<file path="src/rtl/counter_checker_pkg.sv">
// Shared definitions for the receive-side counter checker: the checker
// state encoding and the default widths used when the block is dropped
// into a test design without overrides.
package counter_checker_pkg;

  localparam int DEFAULT_WIDTH      = 128;
  localparam int DEFAULT_LOCK_COUNT = 4;
  localparam int DEFAULT_ERR_WIDTH  = 16;

  typedef enum logic [1:0] {
    SEED    = 2'd0,
    ACQUIRE = 2'd1,
    LOCKED  = 2'd2
  } checkState_t;

endpackage

</file>
<file path="src/rtl/counter_checker_expect.sv">
// Holds the previous sample and forms the wide prev+1 compare. Kept in its
// own module so the WIDTH-bit incrementer and equality tree sit apart from
// the control logic and can be timed and placed on their own.
module counter_checker_expect
  import counter_checker_pkg::*;
#(
  parameter int WIDTH = DEFAULT_WIDTH
) (
  input  logic             clk,
  input  logic             reset_n,
  input  logic             i_load,
  input  logic [WIDTH-1:0] i_data,
  output logic [WIDTH-1:0] o_expected,
  output logic             o_match
);

  logic [WIDTH-1:0] r_prev;

  // Every accepted sample becomes the new reference, whatever the checker state.
  always_ff @(posedge clk or negedge reset_n) begin
    if (!reset_n) begin
      r_prev <= '0;
    end else if (i_load) begin
      r_prev <= i_data;
    end
  end

  // The carry out of the top bit is dropped, so all-ones is followed by zero.
  assign o_expected = r_prev + WIDTH'(1);
  assign o_match    = (i_data == o_expected);

endmodule

</file>
<file path="config.mk">
export PLATFORM = sky130hd
export DESIGN_NAME = counter_checker_expect
export DESIGN_NICKNAME = d
export VERILOG_FILES = /design/src/rtl/counter_checker_pkg.sv /design/src/rtl/counter_checker_expect.sv
export SDC_FILE = /design/constraint.sdc
export NUM_CORES = 1
export LEC_CHECK = 0
export BUFFER_PORTS_ARGS = -buffer_cell sky130_fd_sc_hd__buf_4
export CAP_MARGIN = 20
export CORE_MARGIN = 2
export CORE_UTILIZATION = 51
export CTS_BUF_LIST = sky130_fd_sc_hd__clkbuf_2
export CTS_CLUSTER_DIAMETER = 40
export CTS_CLUSTER_SIZE = 24
export DETAILED_ROUTE_END_ITERATION = 10
export GPL_TIMING_DRIVEN = 0
export PLACE_DENSITY = 0.74
export SYNTH_ARGS = -nofsm -noshare
export SYNTH_HDL_FRONTEND = slang
export SYNTH_SLANG_ARGS = --single-unit
</file>
<file path="constraint.sdc">
create_clock -name clk -period 5.75 [get_ports clk]
set_input_delay 1.15 -clock clk [delete_from_list [all_inputs] [get_ports clk]]
set_output_delay 1.15 -clock clk [all_outputs]
set_load 0.03 [all_outputs]
</file>
# Yosys cells after proc, flatten, opt, wreduce, memory -nomap -nowiden
# Cells that the tools add are included.
# word_totals
reg_bits,128
in_bits,131
out_inout_bits,129
word_cells,3
# op_classes
add_sub_neg,1
eq_ne,1
# ops
op,n
$add A128 B1 Y128 const B,1
$eq A128 B128 Y1,1

# Longest topological paths before layout
# Gate-level depths: netlist of the first run.
# depth
ltp_word,2
ltp_mapped,12
depth_no_buf,11

# Worst setup path after synthesis of the first run
# Ideal clock, no wire load.
# synth_path
path_type,flip-flop to output port
start,reg r_prev[7]
end,out o_match
t_arrival_ps,4202
required_time_ps,4600
path_slack_ps,398
path_stages_with_launch,12
n_path_buf,1
cell_sequence,dfrtp_1 > nand4_1 > or4_4 > buf_6 > or4_4 > or3_1 > xnor2_1 > xor2_1 > nor2_1 > o2111ai_1 > or4_1 > nor4_2
# synth_via
elab_chain_cells,2
# synth_lines
element,line_no,source
"start, declared",counter_checker_expect.sv:17,logic [WIDTH-1:0] r_prev;
"start signal, assigned",counter_checker_expect.sv:24,r_prev <= i_data;
$add A128 B1 Y128,counter_checker_expect.sv:29,assign o_expected = r_prev + WIDTH'(1);
named net o_expected[57],counter_checker_expect.sv:13,"output logic [WIDTH-1:0] o_expected,"
$eq A128 B128 Y1,counter_checker_expect.sv:30,assign o_match = (i_data == o_expected);
"end, declared",counter_checker_expect.sv:14,output logic o_match
# The timed path passes the listed nets, and every way through them passes these cells.

# Worst setup path in the final report of the first run
# layout_path
start,reg r_prev[10]
end,out o_match
# layout_via
elab_chain_cells,2
# layout_lines
element,line_no
$add A128 B1 Y128,counter_checker_expect.sv:29
$eq A128 B128 Y1,counter_checker_expect.sv:30
# No other way between the ends.

==> results.json, run 1 <==
{
  "wirelength_um": 57500,
  "finalHoldViolCount": 0,
  "numCtsBuffers": 17,
  "die_y_um": 154,
  "synth_fp_nets": 1452,
  "total_power_mw": 3.03,
  "synth_most_common_cell": "xnor2_1",
  "grt_start_max_net_pins": 84,
  "synth_seq_cells": 128,
  "cts.sinks": 128,
  "yosysTopAreaCell": "dfrtp_1",
  "syn_to_final_growth_pct": 40.5,
  "crit_path_start_kind": "register",
  "insertion_delay_ns": 0.78,
  "yosys_warnings": 0,
  "rr_endpoint": "r_prev[40]",
  "path_class": "register to output port",
  "yosysSeqAreaShare_pct": 27.8,
  "netlist_top_cells_count": "xnor2_1, dfrtp_1, mux2_2",
  "reg2reg_depth": 2,
  "route.vias.total": 13600,
  "crit_arrival_ns": 4.90,
  "synth_edf_count": 0,
  "worst-endpoint-required_ns": 4.60,
  "critPathCaptureType": "output port",
  "power_density_nw_per_um2": 187,
  "gr-total-overflow": 0,
  "synth_xor_area_share_pct": 20.4,
  "multi_input_area_um2": 8900,
  "leakagePower_nw": 6.86,
  "synth_compound_area_share_pct": 7.11,
  "finalClockSkew_ns": 0,
  "synthMuxAreaShare_pct": 10.9,
  "dp_hpwl_um": 44300,
  "synth_area_leaders": "dfrtp_1, mux2_2, xnor2_1",
  "r2r_slack_ns": 4.56,
  "avgViaCountPerCell": 6.79,
  "yosys_most_used_dff": "dfrtp_1",
  "max_freq_mhz": 165,
  "pwr-share-clk_pct": 20.2,
  "internal_power_mw": 1.68,
  "grt_pass1_vias": 12900,
  "cp_max_fo": 6,
  "avgRoutedWirePerCell_um": 28.7,
  "ff_latch_area_um2": 3240,
  "finalSetupTns_ns": -0.303,
  "status": "finished, violations left",
  "finalSetupViolations": 1,
  "nets": 1837,
  "gp_congestion": 1.05,
  "fillCellCount": 1658,
  "async_flop_share_pct": 100,
  "synth_adder_area_share_pct": 0.109,
  "coreArea_um2": 22000,
  "drive_gt1_share_pct": 43.0,
  "seq_power_share_pct": 37.7,
  "largest_reg_flops": 128,
  "die_area_um2": 23800,
  "syn_inst": 1320,
  "p_switching_mw": 1.35,
  "drtAntennaViolNets": 0,
  "synth_top_area_share_pct": 27.8,
  "synth_area_per_cell_um2": 8.73,
  "dpl_worst_slack_ns": -1.05,
  "setup_slack_ns": -0.303,
  "drv_cap": 0,
  "path_clk_slew_ns": 0.27,
  "grt_pass1_wl_um": 82500,
  "ir_drop_uv": 136,
  "pwr-share-comb_pct": 42.2,
  "min_period_ns": 6.05,
  "worst_pin_slew_ns": 0.894,
  "synth-simple-area-share_pct": 29.4,
  "h-tree-depth": 4,
  "pin_count": 260,
  "drcViolationCount": 0,
  "maxSlewViolCount": 0,
  "cts-root-buf": "clkbuf_2",
  "sw_frac_of_total_pct": 44.6,
  "cts_tree": "built",
  "num_rows": 54,
  "relSlewSlack_pct": 40.4,
  "hold_class": "primary input to async pin",
  "grt_util_all_layers_pct": 46.8,
  "drt-initial-drc-count": 1883,
  "synth_top_family_by_area": "simple AND/OR/NAND/NOR gates",
  "syn-cell-area_um2": 11500,
  "top_register": "r_prev",
  "placed_cells": 1862,
  "finalCritPeriodShare_pct": 105,
  "postCtsHoldBufs": 0,
  "synth_cell_types": 70,
  "r2r_start": "r_prev[40]",
  "final_cell_count_no_fill": 2000,
  "failed_checks": "negative setup slack",
  "antenna_found_initial": 2,
  "cts_buffer_depth": 2,
  "io_buffers": 258,
  "drt_first_pass_iters": 7,
  "largestRegisters": "r_prev x128",
  "initial_utilization_pct": 52.3,
  "die_x_um": 154,
  "rsz0062_at_grt": "true"
}
## critical path, cell delays in order (launching register included)
cell and delay, ns:
dfrtp_1 0.45, nand4_1 0.23, or4_4 0.66, nor3_1 0.49, xnor2_1 0.19, o221ai_1 0.15, or4_1 0.56, nor4_4 0.36
nand4_1 0.16, or4_4 0.45, nor4_4 0.20, buf_4 0.22
## cells by family after synthesis
logic type,count (synthesis)
buffers and inverters,118
and+or+nand+nor,595
adders and majority gates,1
AOI/OAI and AO/OA,121
muxes,112
xor gates and xnor gates,245
DFF,128
## how the worst max path moves through the flow
stage | start | cells past startpoint | endpoint
final | r_prev[10] | 11 | o_match
after CTS | r_prev[10] | 13 | o_match
after global placement | r_prev[41] | 12 | o_match
after global routing | r_prev[10] | 14 | o_match
after detailed placement | r_prev[41] | 12 | o_match
after floorplan | r_prev[7] | 11 | o_match
## final cells by class
class                      instances  share of cell area [%]
antenna                            2                  0.0309
buffer                            55                    1.94
clock buffer                      17                   0.526
clock inverter                    15                   0.920
inverter                          41                   0.951
multi-input combinational       1074                    55.0
sequential                       128                    20.0
tap                              280                    2.16
timing repair buffer             388                    18.5
## per-stage QoR
step,cell area (um^2),util [%],hold slack [ns]
global route,16200,73.5,0.242
CTS,15500,70.3,0.254
floorplan,11500,-,0.502
finish,16200,73.5,0.263
detailed placement,13900,63.0,0.521
global placement,13800,62.7,0.513
## routing by layer
layer  share of wire [%]  track usage (%)  up-vias  routed length (um)
met5               0.016                0        -                   9
met4                 8.1             27.9        2                4670
met3                  13             12.8      301                7650
met2                  43             72.3     1178               24800
met1                  35             58.8     6470               20400
li1                    -                -     5623                   -
## power by group through the flow
| stage | Combinational, mW | Clock, mW | Sequential [mW] |
|---|---|---|---|
| after floorplan | 0.701 | 0 | 1.07 |
| after global placement | 1.15 | 0 | 1.10 |
| after global routing | 1.32 | 0.645 | 1.15 |
| after CTS | 1.21 | 0.609 | 1.13 |
| after detailed placement | 1.17 | 0 | 1.11 |
| final | 1.28 | 0.611 | 1.14 |
## what timing repair did
| item | CTS | global route |
|---|---|---|
| buffers inserted | 84 | 41 |
| resized for setup | 163 | 87 |
| endpoints found under the setup margin | 14 | 1 |
| gates cloned | 0 | 1 |
| pin swaps | 53 | 32 |
## layout by cell type, fill, tap and decap left out, types with 34 or more instances in the layout
cell and n:
inv_1 41, nor2_1 59, mux2_2 108, xnor2_1 127
nor3_1 37, nand4_1 89, dfrtp_1 98, o21ai_0 43
xor2_1 91, nand3_1 75, nand2_1 98, nor4_4 34
buf_4 380
No activity file was read; power rests on OpenSTA's default activity.
==> inputs of run 2 (changes only) <==
--- a/config.mk
+++ b/config.mk
@@ -13,7 +13,7 @@
 export CTS_CLUSTER_DIAMETER = 40
 export CTS_CLUSTER_SIZE = 24
 export DETAILED_ROUTE_END_ITERATION = 10
-export GPL_TIMING_DRIVEN = 0
+export GPL_TIMING_DRIVEN = 1
 export PLACE_DENSITY = 0.74
 export SYNTH_ARGS = -nofsm -noshare
 export SYNTH_HDL_FRONTEND = slang
==> run 2 against run 1 <==
Against the previous run: the run still ends with negative setup slack left; clock skew stayed put; register-to-register slack better by 0.04 ns; hold slack better by 0.076 ns; die area stayed put; worst setup slack better by 0.0091 ns; clock-buffer cell count is 1 higher; critical path type unchanged; largest cell class unchanged; largest power group unchanged.
==> results.json, run 2 (synthesis results as in run 1) <==
{
  "status": "finished, violations left",
  "failed_checks": "negative setup slack",
  "insertion_delay_ns": 0.78,
  "final_cell_mix": "buf_4, xnor2_1, mux2_2",
  "h-tree-depth": 4,
  "io_buffers": 259,
  "cp_slowest_cell": "or4_4",
  "die_y_um": 154,
  "top_register": "r_prev",
  "ir_drop_uv": 144,
  "avgViaCountPerCell": 6.75,
  "drt-initial-drc-count": 1924,
  "finalCritPeriodShare_pct": 105,
  "grt_pass1_wl_um": 83800,
  "worst_pin_slew_ns": 0.934,
  "drive_gt1_share_pct": 42.8,
  "placed_area_um2": 14700,
  "maxSlewViolCount": 0,
  "final_common_cell": "buf_4",
  "crit_arrival_ns": 4.89,
  "finalHoldViolCount": 0,
  "postCtsHoldBufs": 0,
  "power_density_nw_per_um2": 194,
  "numCtsBuffers": 17,
  "cp-endpoint": "o_match",
  "total_power_mw": 3.09,
  "dpl_worst_slack_ns": -0.0142,
  "initial_utilization_pct": 52.3,
  "crit_path_start_kind": "register",
  "path_class": "register to output port",
  "critPathCaptureType": "output port",
  "met3_usage_pct": 13.0,
  "grt_util_all_layers_pct": 47.6,
  "r2r_slack_ns": 4.60,
  "finalClockSkew_ns": 0,
  "grt_start_max_net_pins": 83,
  "crit_top_cell": "buf_4",
  "num_rows": 54,
  "worstPathCellList": "nand4_1 > or4_4 > buf_4 > nor3_4 > nand2_1 > nor4_2 > o221ai_2 > nor4b_1 > nor4bb_2 > buf_4 > nand4_1 > nor4_4 > buf_4",
  "hold_class": "primary input to async pin",
  "leakagePower_nw": 6.76,
  "coreArea_um2": 22000,
  "final_cell_area_um2": 15900,
  "die_area_um2": 23800,
  "largest_reg_flops": 128,
  "gp_congestion": 1.10,
  "fillCellCount": 1670,
  "die_x_um": 154,
  "wirelength_um": 58200,
  "drv_cap": 0,
  "finalSetupViolations": 1,
  "drt_first_pass_iters": 6,
  "grt_use_met1_pct": 59.4,
  "min_period_ns": 6.04,
  "cts_buffer_depth": 2,
  "grtUsageMet2_pct": 74.0,
  "rsz0062_at_grt": "true",
  "cts-root-buf": "clkbuf_2",
  "setup_slack_ns": -0.294,
  "pin_count": 260,
  "dp_hpwl_um": 45100,
  "path_clk_slew_ns": 0.26,
  "cts_tree": "built",
  "reg2reg_depth": 2,
  "grt_pass1_vias": 13100,
  "avgRoutedWirePerCell_um": 28.5,
  "startpoint": "r_prev[9]",
  "cp_max_fo": 6,
  "syn_to_final_growth_pct": 38.4,
  "largestRegisters": "r_prev x128",
  "critPathMaxStageDelay_ns": 0.60,
  "rr_endpoint": "r_prev[56]",
  "cts.sinks": 128,
  "relSlewSlack_pct": 37.7,
  "antenna_found_initial": 2,
  "worst-endpoint-required_ns": 4.60,
  "top_usage_layer": "met2",
  "drtAntennaViolNets": 0,
  "nets": 1879,
  "max_freq_mhz": 165,
  "route.vias.total": 13800,
  "gr-total-overflow": 0,
  "drcViolationCount": 0,
  "finalSetupTns_ns": -0.294,
  "r2r_start": "r_prev[56]"
}
## run 2: changes by cell type in the layout (fill, tap and decap cells not counted), moves of 6 or more
| cell | before | now |
|---|---|---|
| dfrtp_2 | 30 | 37 |
| nor4_1 | 23 | 39 |
| clkbuf_1 | 21 | 0 |
| nor4_2 | 12 | 18 |
| buf_4 | 380 | 482 |
| buf_2 | 13 | 0 |
| nor4_4 | 34 | 12 |
| xnor2_1 | 127 | 133 |
| nand3_1 | 75 | 83 |
| buf_6 | 8 | 2 |
| dfrtp_1 | 98 | 91 |
| xnor2_2 | 7 | 1 |
## run 2: worst min path at each step
stage | endpoint | slack [ns]
after floorplan | r_prev[127] | 0.50
after global placement | r_prev[127] | 0.51
after detailed placement | r_prev[127] | 0.53
after CTS | r_prev[62] | 0.34
after global routing | r_prev[33] | 0.32
final | r_prev[67] | 0.34
## run 2: stage by stage
step	hold WS [ns]	cells	util, %
floorplan	0.502	1320	-
global placement	0.511	1939	66.6
detailed placement	0.526	1939	66.6
CTS	0.340	2026	71.2
global route	0.324	2041	72.4
finish	0.339	2042	72.4
## run 2: power by group
part / switching [mW] / internal, mW
registers: 0.155 / 0.994
logic: 0.754 / 0.547
clock network: 0.433 / 0.208
## run 2: final cells by class
cell class,instances,area [um^2],share of cell area [%]
multi-input cells,1074,8270,51.9
repair buffers,485,3660,23.0
flip-flops and latches,128,3250,20.4
well taps,280,350,2.20
clock inverters,14,158,0.989
inverters,41,154,0.965
clock buffers,18,90.1,0.565
diodes,2,5.00,0.0314
## run 2: timing repair
| action | in CTS | in global routing |
|---|---|---|
| endpoints found under the setup margin | 1 | 1 |
| endpoints found under the hold margin | 0 | 0 |
| gates resized for setup | 86 | 35 |
| pin swaps | 19 | 7 |
| setup buffers | 55 | 14 |
## run 2: critical path, delay by kind of cell (launching register included)
family / cells / cell delay, ns
simple gates: 9 / 2.77
buf+inv: 3 / 0.60
flops: 1 / 0.49
compound gates: 1 / 0.23
## run 2: per-layer routing
layer	up-vias	share of wire, %
met4	0	8.1
met2	1296	43
li1	5720	-
met3	353	13
met1	6414	36
met5	-	0
